===== src/rtl/ocl_axil_frontend.sv =====
// AXI4-Lite slave front-end for the OCL BAR0 channel: turns single-beat
// AXI-Lite accesses into one-cycle core write strobes and read requests,
// with a read-timeout backstop for a silent core.
module ocl_axil_frontend #(
    parameter int unsigned       ADDR_W       = 32,
    parameter int unsigned       DATA_W       = 32,
    parameter int unsigned       RD_TIMEOUT   = 256,
    parameter logic [DATA_W-1:0] TIMEOUT_DATA = DATA_W'(32'hDEAD_BEEF)
) (
    input  logic              clk_main_a0,
    input  logic              rst_main_n,
    input  logic              s_awvalid,
    input  logic [ADDR_W-1:0] s_awaddr,
    output logic              s_awready,
    input  logic              s_wvalid,
    input  logic [DATA_W-1:0] s_wdata,
    input  logic [3:0]        s_wstrb,
    output logic              s_wready,
    output logic              s_bvalid,
    output logic [1:0]        s_bresp,
    input  logic              s_bready,
    input  logic              s_arvalid,
    input  logic [ADDR_W-1:0] s_araddr,
    output logic              s_arready,
    output logic              s_rvalid,
    output logic [DATA_W-1:0] s_rdata,
    output logic [1:0]        s_rresp,
    input  logic              s_rready,
    output logic              core_wr_en,
    output logic [ADDR_W-1:0] core_wr_addr,
    output logic [DATA_W-1:0] core_wr_data,
    output logic              core_rd_req,
    output logic [ADDR_W-1:0] core_rd_addr,
    input  logic              core_rd_valid,
    input  logic [DATA_W-1:0] core_rd_data,
    input  logic [1:0]        core_rd_resp
);

    localparam int unsigned CNT_W       = $clog2(RD_TIMEOUT);
    localparam logic [1:0]  RESP_OKAY   = 2'b00;
    localparam logic [1:0]  RESP_SLVERR = 2'b10;

    typedef enum logic [1:0] {W_IDLE, W_WAIT, W_ISSUE, W_RESP} w_state_e;
    typedef enum logic [1:0] {R_IDLE, R_REQ, R_WAIT, R_RESP} r_state_e;

    w_state_e          w_state_q, w_state_d;
    logic              aw_held_q, aw_held_d;
    logic              w_held_q, w_held_d;
    logic [3:0]        wstrb_q, wstrb_d;
    logic              awready_q, awready_d;
    logic              wready_q, wready_d;
    logic              bvalid_q, bvalid_d;
    logic [1:0]        bresp_q, bresp_d;
    logic              wr_en_q, wr_en_d;
    logic [ADDR_W-1:0] wr_addr_q, wr_addr_d;
    logic [DATA_W-1:0] wr_data_q, wr_data_d;

    r_state_e          r_state_q, r_state_d;
    logic              arready_q, arready_d;
    logic              rvalid_q, rvalid_d;
    logic [DATA_W-1:0] rdata_q, rdata_d;
    logic [1:0]        rresp_q, rresp_d;
    logic              rd_req_q, rd_req_d;
    logic [ADDR_W-1:0] rd_addr_q, rd_addr_d;
    logic [CNT_W-1:0]  cnt_q, cnt_d;

    // Write path: capture AW and W independently, issue one strobe, respond
    always_comb begin
        w_state_d = w_state_q;
        aw_held_d = aw_held_q;
        w_held_d  = w_held_q;
        wstrb_d   = wstrb_q;
        bresp_d   = bresp_q;
        wr_addr_d = wr_addr_q;
        wr_data_d = wr_data_q;
        wr_en_d   = 1'b0;
        bvalid_d  = 1'b0;
        unique case (w_state_q)
            W_IDLE, W_WAIT: begin
                if (s_awvalid && awready_q) begin
                    aw_held_d = 1'b1;
                    wr_addr_d = s_awaddr;
                end
                if (s_wvalid && wready_q) begin
                    w_held_d  = 1'b1;
                    wr_data_d = s_wdata;
                    wstrb_d   = s_wstrb;
                end
                if (aw_held_d && w_held_d) begin
                    w_state_d = W_ISSUE;
                    // Partial writes are not supported by the core
                    wr_en_d   = (wstrb_d == 4'hF);
                    bresp_d   = (wstrb_d == 4'hF) ? RESP_OKAY : RESP_SLVERR;
                end else if (aw_held_d || w_held_d) begin
                    w_state_d = W_WAIT;
                end else begin
                    w_state_d = W_IDLE;
                end
            end
            W_ISSUE: begin
                w_state_d = W_RESP;
                bvalid_d  = 1'b1;
            end
            W_RESP: begin
                if (s_bready) begin
                    w_state_d = W_IDLE;
                    aw_held_d = 1'b0;
                    w_held_d  = 1'b0;
                end else begin
                    bvalid_d = 1'b1;
                end
            end
            default: w_state_d = W_IDLE;
        endcase
        awready_d = ((w_state_d == W_IDLE) || (w_state_d == W_WAIT)) && !aw_held_d;
        wready_d  = ((w_state_d == W_IDLE) || (w_state_d == W_WAIT)) && !w_held_d;
    end

    // Read path: request, wait with timeout, respond; yields to core writes
    always_comb begin
        r_state_d = r_state_q;
        rd_addr_d = rd_addr_q;
        rdata_d   = rdata_q;
        rresp_d   = rresp_q;
        cnt_d     = cnt_q;
        unique case (r_state_q)
            R_IDLE: begin
                if (s_arvalid && arready_q) begin
                    rd_addr_d = s_araddr;
                    r_state_d = R_REQ;
                end
            end
            R_REQ: begin
                cnt_d = '0;
                if (rd_req_q) begin
                    r_state_d = R_WAIT;
                end
            end
            R_WAIT: begin
                if (core_rd_valid) begin
                    rdata_d   = core_rd_data;
                    rresp_d   = core_rd_resp;
                    r_state_d = R_RESP;
                end else if (cnt_q == CNT_W'(RD_TIMEOUT - 1)) begin
                    rdata_d   = TIMEOUT_DATA;
                    rresp_d   = RESP_SLVERR;
                    r_state_d = R_RESP;
                end else begin
                    cnt_d = cnt_q + CNT_W'(1);
                end
            end
            R_RESP: begin
                if (s_rready) begin
                    r_state_d = R_IDLE;
                end
            end
            default: r_state_d = R_IDLE;
        endcase
        // A pending request is held off for any cycle that carries a core write
        rd_req_d  = (r_state_d == R_REQ) && (r_state_q != R_REQ || !rd_req_q) && !wr_en_d;
        arready_d = (r_state_d == R_IDLE);
        rvalid_d  = (r_state_d == R_RESP);
    end

    // State and registered outputs
    always_ff @(posedge clk_main_a0 or negedge rst_main_n) begin
        if (!rst_main_n) begin
            w_state_q <= W_IDLE;
            aw_held_q <= 1'b0;
            w_held_q  <= 1'b0;
            wstrb_q   <= '0;
            awready_q <= 1'b0;
            wready_q  <= 1'b0;
            bvalid_q  <= 1'b0;
            bresp_q   <= '0;
            wr_en_q   <= 1'b0;
            wr_addr_q <= '0;
            wr_data_q <= '0;
            r_state_q <= R_IDLE;
            arready_q <= 1'b0;
            rvalid_q  <= 1'b0;
            rdata_q   <= '0;
            rresp_q   <= '0;
            rd_req_q  <= 1'b0;
            rd_addr_q <= '0;
            cnt_q     <= '0;
        end else begin
            w_state_q <= w_state_d;
            aw_held_q <= aw_held_d;
            w_held_q  <= w_held_d;
            wstrb_q   <= wstrb_d;
            awready_q <= awready_d;
            wready_q  <= wready_d;
            bvalid_q  <= bvalid_d;
            bresp_q   <= bresp_d;
            wr_en_q   <= wr_en_d;
            wr_addr_q <= wr_addr_d;
            wr_data_q <= wr_data_d;
            r_state_q <= r_state_d;
            arready_q <= arready_d;
            rvalid_q  <= rvalid_d;
            rdata_q   <= rdata_d;
            rresp_q   <= rresp_d;
            rd_req_q  <= rd_req_d;
            rd_addr_q <= rd_addr_d;
            cnt_q     <= cnt_d;
        end
    end

    assign s_awready    = awready_q;
    assign s_wready     = wready_q;
    assign s_bvalid     = bvalid_q;
    assign s_bresp      = bresp_q;
    assign core_wr_en   = wr_en_q;
    assign core_wr_addr = wr_addr_q;
    assign core_wr_data = wr_data_q;
    assign s_arready    = arready_q;
    assign s_rvalid     = rvalid_q;
    assign s_rdata      = rdata_q;
    assign s_rresp      = rresp_q;
    assign core_rd_req  = rd_req_q;
    assign core_rd_addr = rd_addr_q;

endmodule


===== config.mk =====
export PLATFORM = sky130hd
export DESIGN_NAME = ocl_axil_frontend
export DESIGN_NICKNAME = d
export VERILOG_FILES = /design/src/rtl/ocl_axil_frontend.sv
export SDC_FILE = /design/constraint.sdc
export NUM_CORES = 1
export LEC_CHECK = 0
export CAP_MARGIN = 20
export CORE_MARGIN = 1
export CORE_UTILIZATION = 45
export CTS_BUF_LIST = sky130_fd_sc_hd__clkbuf_8
export DETAILED_ROUTE_END_ITERATION = 12
export PLACE_DENSITY = 0.91
export REMOVE_ABC_BUFFERS = 1
export SETUP_SLACK_MARGIN = 0.02
export SLEW_MARGIN = 20
export SYNTH_ARGS = -nofsm -noshare
export SYNTH_HDL_FRONTEND = slang
export SYNTH_SLANG_ARGS = --single-unit

===== constraint.sdc =====
create_clock -name clk_main_a0 -period 4.7 [get_ports clk_main_a0]
set_clock_uncertainty 0.15 [all_clocks]
set_input_delay 1.41 -clock clk_main_a0 [delete_from_list [all_inputs] [get_ports clk_main_a0]]
set_output_delay 1.41 -clock clk_main_a0 [all_outputs]
set_load 0.01 [all_outputs]

==> impl_metrics.csv, run 1 <==
group,metric,value,unit
setup_path,crit_fanout,37,
synthesis,synth_most_common_cell,"dfrtp_1",
clock_network,clk_latency,0.46,ns
setup_path,crit_arrival,3.19,ns
synthesis,ys_types,42,
cells_and_area,n_antenna_cell,0,
clock_network,cts_num_sinks,156,
global_routing,grt.total_usage,0.232,
floorplan,fp-row-count,41,
synthesis,netlist.area_leader.share,0.657,
clock_network,cts_resized,0,
floorplan,initial_core_util,0.467,
pwr,ir_drop,0.376,mV
clock_network,clk_pin_slew,0.08,ns
global_routing,grt_overflow,0,
clock_network,clock-root-buffer,"clkbuf_8",
synthesis,yosysSeqAreaShare,0.657,
pwr,cellPowerDensity,662,nW/um^2
synthesis,ys_warn_count,0,
clock_network,cts.hold.buffers_added,0,
global_routing,grt_antenna_before_repair,0,
floorplan,core-area,12700,sq um
setup_path,critPathKind,"in2reg",
synthesis,synth_ff_type,"dfrtp_1",
synthesis,ys_seq_elements,156,
timing,setup_viol_count_final,0,
synthesis,synth_cells,388,
timing,tns,0,ns
drt,firstDrtPassIters,4,
clock_network,cts_buffer_depth,2,
global_routing,grt_pass1_vias,4572,
drt,drt_wl_total,15.2,mm
timing,min_period,3.00,ns
setup_path,critPathRequiredTime,4.89,ns
synthesis,synth-edff-count,0,
setup_path,cp-end-kind,"register",
synthesis,synth_top_area_cell,"dfrtp_1",
placement,port-buffer-count,279,
drt,wl_per_cell,17.9,microns
synthesis,netlist_top_cells_count,"156 x dfrtp_1, 99 x mux2_2, 25 x o22a_1, 10 x nand2_1",
clock_network,cts-htree-levels,4,
drt,ant_nets,0,
cells_and_area,drive_gt1_frac,0.209,
synthesis,synth-async-reset-ratio,1.00,
drt,dr.max_layer_used,"met4",
timing,rsz0062_at_grt,"no",
clock_network,cts_buffers,17,
timing,finalHoldViolCount,0,
synthesis,syn_area,5940,sq um
timing,worstMarginPinSlew,0.870,ns
floorplan,ios,281,
worst_hold_path,hold_path.class,"reg2reg",
placement,dp_hpwl,11.4,mm
global_routing,grt_start_max_net_pins,95,
drt,drc,0,
drt,wl_met2,8.01,mm
drt,met3_length,1.33,mm
drt,dr_total_vias,4340,
clock_network,cts_setup_buffers,0,
status,status,"finished, final reports clean",
timing,max-slew-margin-rel,0.418,
synthesis,synth.area.top_cells,"dfrtp_1 66%, mux2_2 19%, o22a_1 3.7%",
global_routing,grt_pass1_wl,23.3,mm
cells_and_area,area_growth,56.8,%
floorplan,die_h,117,microns
pwr,leakagePower,3.89,nW
setup_path,worstSetupStartpointType,"primary input",
job,maxCapViolations,0,
placement,gp_congestion,0.741,
drt,wl_met1,5.40,mm
floorplan,die_area,13700,sq um
timing,clock.fmax,333,MHz
cells_and_area,fillCellCount,846,
timing,slew_viol_final,0,
timing,finalCritPeriodShare,0.639,
synthesis,syn_avg_cell_area,15.3,sq um
drt,avgViaCountPerCell,5.10,
drt,drt_iter0_markers,135,
cells_and_area,fin_nets,813,
clock_network,cts_tree,"built",
floorplan,die_x,117,microns
pwr,power,0.00616,W
sequential cells by signal (all words and copies together) (netlist names), 4 cells and up:
| name | cells |
|---|---|
| core_wr_data | 32 |
| cnt_q | 8 |
| core_rd_addr | 32 |
| s_rdata | 32 |
| wstrb_q | 4 |
| core_wr_addr | 32 |
final timing paths:
path	start	endpoint	slack [ns]	cells after the start
worst max register to register	w_state_q[1]	s_wready	2.62	4
worst min-delay path	core_rd_addr[3]	core_rd_addr[3]	0.35	1
worst min register to register	core_rd_addr[3]	core_rd_addr[3]	0.35	1
min in group asynchronous	rst_main_n	core_rd_addr[14]	0.88	1
max in group asynchronous	rst_main_n	core_rd_addr[6]	2.70	2
worst max-delay path	s_wvalid	s_wready	1.70	4
power by group:
group | internal [W] | total [W] | switching (W)
registers | 0.00199 | 0.00236 | 0.000376
clock network | 0.000661 | 0.00112 | 0.000457
logic | 0.00167 | 0.00268 | 0.00101
total | 0.00431 | 0.00616 | 0.00185
cell type report:
type,count,area (sq um),share of cell area
Inverter,5,18.8,0.00202
Tap cell,172,215,0.0231
Sequential cell,156,3900,0.419
Multi-Input combinational cell,207,1900,0.204
Clock inverter,9,169,0.0181
Clock buffer,20,275,0.0296
Timing Repair Buffer,282,2830,0.304
critical path: stages:
cell and delay, ns:
clkdlybuf4s50_1 0.51, nand3_2 0.66, a32oi_1 0.51, nor2_1 0.10
stage by stage:
stage	instances	instance area, sq um	utilization	hold slack [ns]	setup slack (ns)
3_3_place_gp	822	8870	0.697	0.323	1.28
6_report	851	9310	0.732	0.346	1.70
3_5_place_dp	822	8870	0.697	0.336	1.20
2_1_floorplan	368	5820	-	0.321	1.27
5_1_grt	851	9310	0.732	0.368	1.54
4_1_cts	851	9310	0.732	0.353	1.69
layer usage:
metal | up-vias | GRT usage
li1 | 1976 | -
met1 | 2145 | 0.245
met5 | - | 0
met4 | 0 | 0.116
met2 | 184 | 0.406
met3 | 35 | 0.0911
cells by family after synthesis:
family / synth area share
DFF: 0.657
adders and majority gates: 0.00421
and+or+nand+nor: 0.0400
other: 0.000632
AOI/OAI and AO/OA: 0.0828
muxes: 0.191
buffers and inverters: 0.0236
placed cells by master, fill, tap and decap left out, drive strengths merged, types with 2 or more instances in the layout:
cell type / Yosys / layout
or3: 2 / 2
buf: 16 / 4
nand2: 10 / 10
nand4: 4 / 4
nor2: 5 / 5
nand2b: 3 / 3
inv: 5 / 6
a22o: 9 / 9
a32oi: 2 / 2
nand3: 11 / 11
o21ai: 7 / 7
clkinv: 0 / 3
o31ai: 2 / 2
a31o: 2 / 2
o211ai: 3 / 3
a21o: 2 / 2
a21oi: 5 / 5
ha: 2 / 2
bufinv: 0 / 5
dfrtp: 156 / 156
clkbuf: 4 / 20
clkdlybuf4s50: 0 / 278
mux2: 100 / 100
o22a: 25 / 25
(Power assumes the default switching activity.)
==> run 2, diff against run 1 <==
--- a/config.mk
+++ b/config.mk
@@ -7,10 +7,10 @@
 export LEC_CHECK = 0
 export CAP_MARGIN = 20
 export CORE_MARGIN = 1
-export CORE_UTILIZATION = 45
+export CORE_UTILIZATION = 42
 export CTS_BUF_LIST = sky130_fd_sc_hd__clkbuf_8
 export DETAILED_ROUTE_END_ITERATION = 12
-export PLACE_DENSITY = 0.91
+export PLACE_DENSITY = 0.86
 export REMOVE_ABC_BUFFERS = 1
 export SETUP_SLACK_MARGIN = 0.02
 export SLEW_MARGIN = 20
==> constraint.sdc (replaced) <==
create_clock -name clk_main_a0 -period 3 [get_ports clk_main_a0]
set_clock_uncertainty 0.15 [all_clocks]
set_input_delay 0.9 -clock clk_main_a0 [delete_from_list [all_inputs] [get_ports clk_main_a0]]
set_output_delay 0.9 -clock clk_main_a0 [all_outputs]
set_load 0.01 [all_outputs]
==> run 2 against run 1 <==
Hold slack got worse by 0.084 ns. Sequential share of layout area decreased by 0.29 points. Clock-buffer cell count up 3. Die area rose by 7.0%. Core utilization shrank 5.4 points. Final cell count rose by 1.8%. Register-to-register slack got worse by 1.7 ns. Global-route usage down 1.2 points. Combinational power grew 58%. Cell area up 0.69%. Critical path depth fell by 3. Clock power up 49%.
==> impl_metrics.csv, run 2 (synthesized netlist as in run 1, its figures left out) <==
group,metric,value,unit
setup_path,max_stage_delay,0.58,ns
placement,dp_hpwl,11.7,mm
global_routing,grt_start_max_net_pins,64,
floorplan,core-area,13800,sq um
drt,firstDrtPassIters,4,
drt,avgViaCountPerCell,5.14,
timing,holdWs,0.261,ns
drt,drc,0,
setup_path,crit_fanout,3,
cells_and_area,stdcell_count,866,
cells_and_area,layout_commonest_cell,"clkdlybuf4s50_1",
clock_network,cts_buffer_depth,2,
setup_path,cp.buffers_inverters,1,
timing,setup_viol_count_final,0,
cells_and_area,n_antenna_cell,0,
global_routing,grt_antenna_before_repair,0,
setup_path,slowest_stage,"clkdlybuf4s50_1",
clock_network,cts_buffers,17,
setup_path,critPathKind,"reg2out",
setup_path,worstPathCellList,"clkdlybuf4s50_1",
setup_path,crit_arrival,1.41,ns
floorplan,die_area,14600,sq um
drt,drt_iter0_markers,203,
global_routing,grt.total_usage,0.220,
status,status,"finished, final reports clean",
timing,clock.fmax,406,MHz
clock_network,clock-root-buffer,"clkbuf_8",
setup_path,ff2ff_setup_slack,0.91,ns
timing,worstMarginPinSlew,0.605,ns
global_routing,grt_overflow,0,
global_routing,top_usage_layer,"met2",
floorplan,die_h,121,microns
global_routing,met2_usage,0.382,
pwr,power,0.00960,W
clock_network,clk_pin_slew,0.08,ns
drt,dr_total_vias,4452,
cells_and_area,area_growth,57.9,%
timing,max-slew-margin-rel,0.596,
floorplan,initial_core_util,0.429,
timing,finalHoldViolCount,0,
timing,slew_viol_final,0,
clock_network,cts_tree,"built",
clock_network,cts-htree-levels,4,
cells_and_area,final_area,9380,sq um
global_routing,grt_pass1_vias,4772,
clock_network,cts.hold.buffers_added,0,
clock_network,cts_resized,0,
timing,tns,0,ns
placement,place_area,8950,sq um
pwr,cellPowerDensity,1020,nW/um^2
worst_hold_path,hold_path.class,"in2async",
placement,placed_cells,836,
job,maxCapViolations,0,
cells_and_area,most-common-layout-cells,"278 x clkdlybuf4s50_1, 156 x dfrtp_1, 99 x mux2_2, 25 x o22a_1, 23 x clkbuf_8",
timing,min_period,2.46,ns
global_routing,grt_use_met1,0.233,
setup_path,crit_family,"buffers and inverters",
timing,finalCritPeriodShare,0.820,
drt,drt_wl_total,15.6,mm
cells_and_area,drive_gt1_frac,0.217,
floorplan,ios,281,
clock_network,clk_latency,0.44,ns
pwr,ir_drop,0.576,mV
placement,port-buffer-count,279,
pwr,leakagePower,3.91,nW
floorplan,die_x,121,microns
clock_network,cts_setup_buffers,0,
setup_path,cp-end-kind,"output pin",
timing,rsz0062_at_grt,"no",
placement,gp_congestion,0.884,
global_routing,grt_pass1_wl,24.4,mm
clock_network,cts_num_sinks,156,
drt,ant_nets,0,
cells_and_area,fin_nets,819,
setup_path,critPathRequiredTime,1.95,ns
global_routing,grtUsageMet3,0.0766,
floorplan,fp-row-count,43,
setup_path,worstSetupStartpointType,"register",
drt,wl_per_cell,18.0,microns
[run 2: cell count changes in the layout (fill, tap and decap cells not counted), sizes merged]
cell | before | now
bufinv | 5 | 3
buf | 4 | 10
clkbuf | 20 | 23
clkinv | 3 | 2
clkinvlp | 0 | 1
[run 2: layout make-up]
cell class,instances,area [sq um]
Timing Repair Buffer,288,2900
Tap cell,180,225
Multi-Input combinational cell,207,1900
Clock buffer,23,317
Sequential cell,156,3900
Clock inverter,7,111
Fill cell,969,4450
Inverter,5,18.8
[run 2: path summary, 6_finish.rpt]
path | cells after the start | from | end
max | 1 | s_wready | s_wready
min | 1 | rst_main_n | core_rd_addr[0]
max reg2reg | 5 | cnt_q[0] | s_rdata[3]
min reg2reg | 1 | core_rd_addr[3] | core_rd_addr[3]
max in group asynchronous | 2 | rst_main_n | core_wr_addr[4]
min in group clk_main_a0 | 1 | core_rd_addr[3] | core_rd_addr[3]
[run 2: where the power goes]
| group | switching, W | internal (W) | total, W |
|---|---|---|---|
| clock network | 0.000725 | 0.000943 | 0.00167 |
| registers | 0.000583 | 0.00311 | 0.00370 |
| logic | 0.00160 | 0.00264 | 0.00423 |
[run 2: per-stage QoR]
stage	setup WS (ns)	util
4_1_cts	0.509	0.678
2_1_floorplan	0.0840	-
3_3_place_gp	0.369	0.647
3_5_place_dp	0.347	0.647
5_1_grt	0.475	0.678
6_report	0.539	0.678
[run 2: layer usage]
metal  wire, microns  up-vias
li1                -     1984
met1            5570     2207
met3            1260       53
met5               0        -
met2            8070      208
met4             715        0
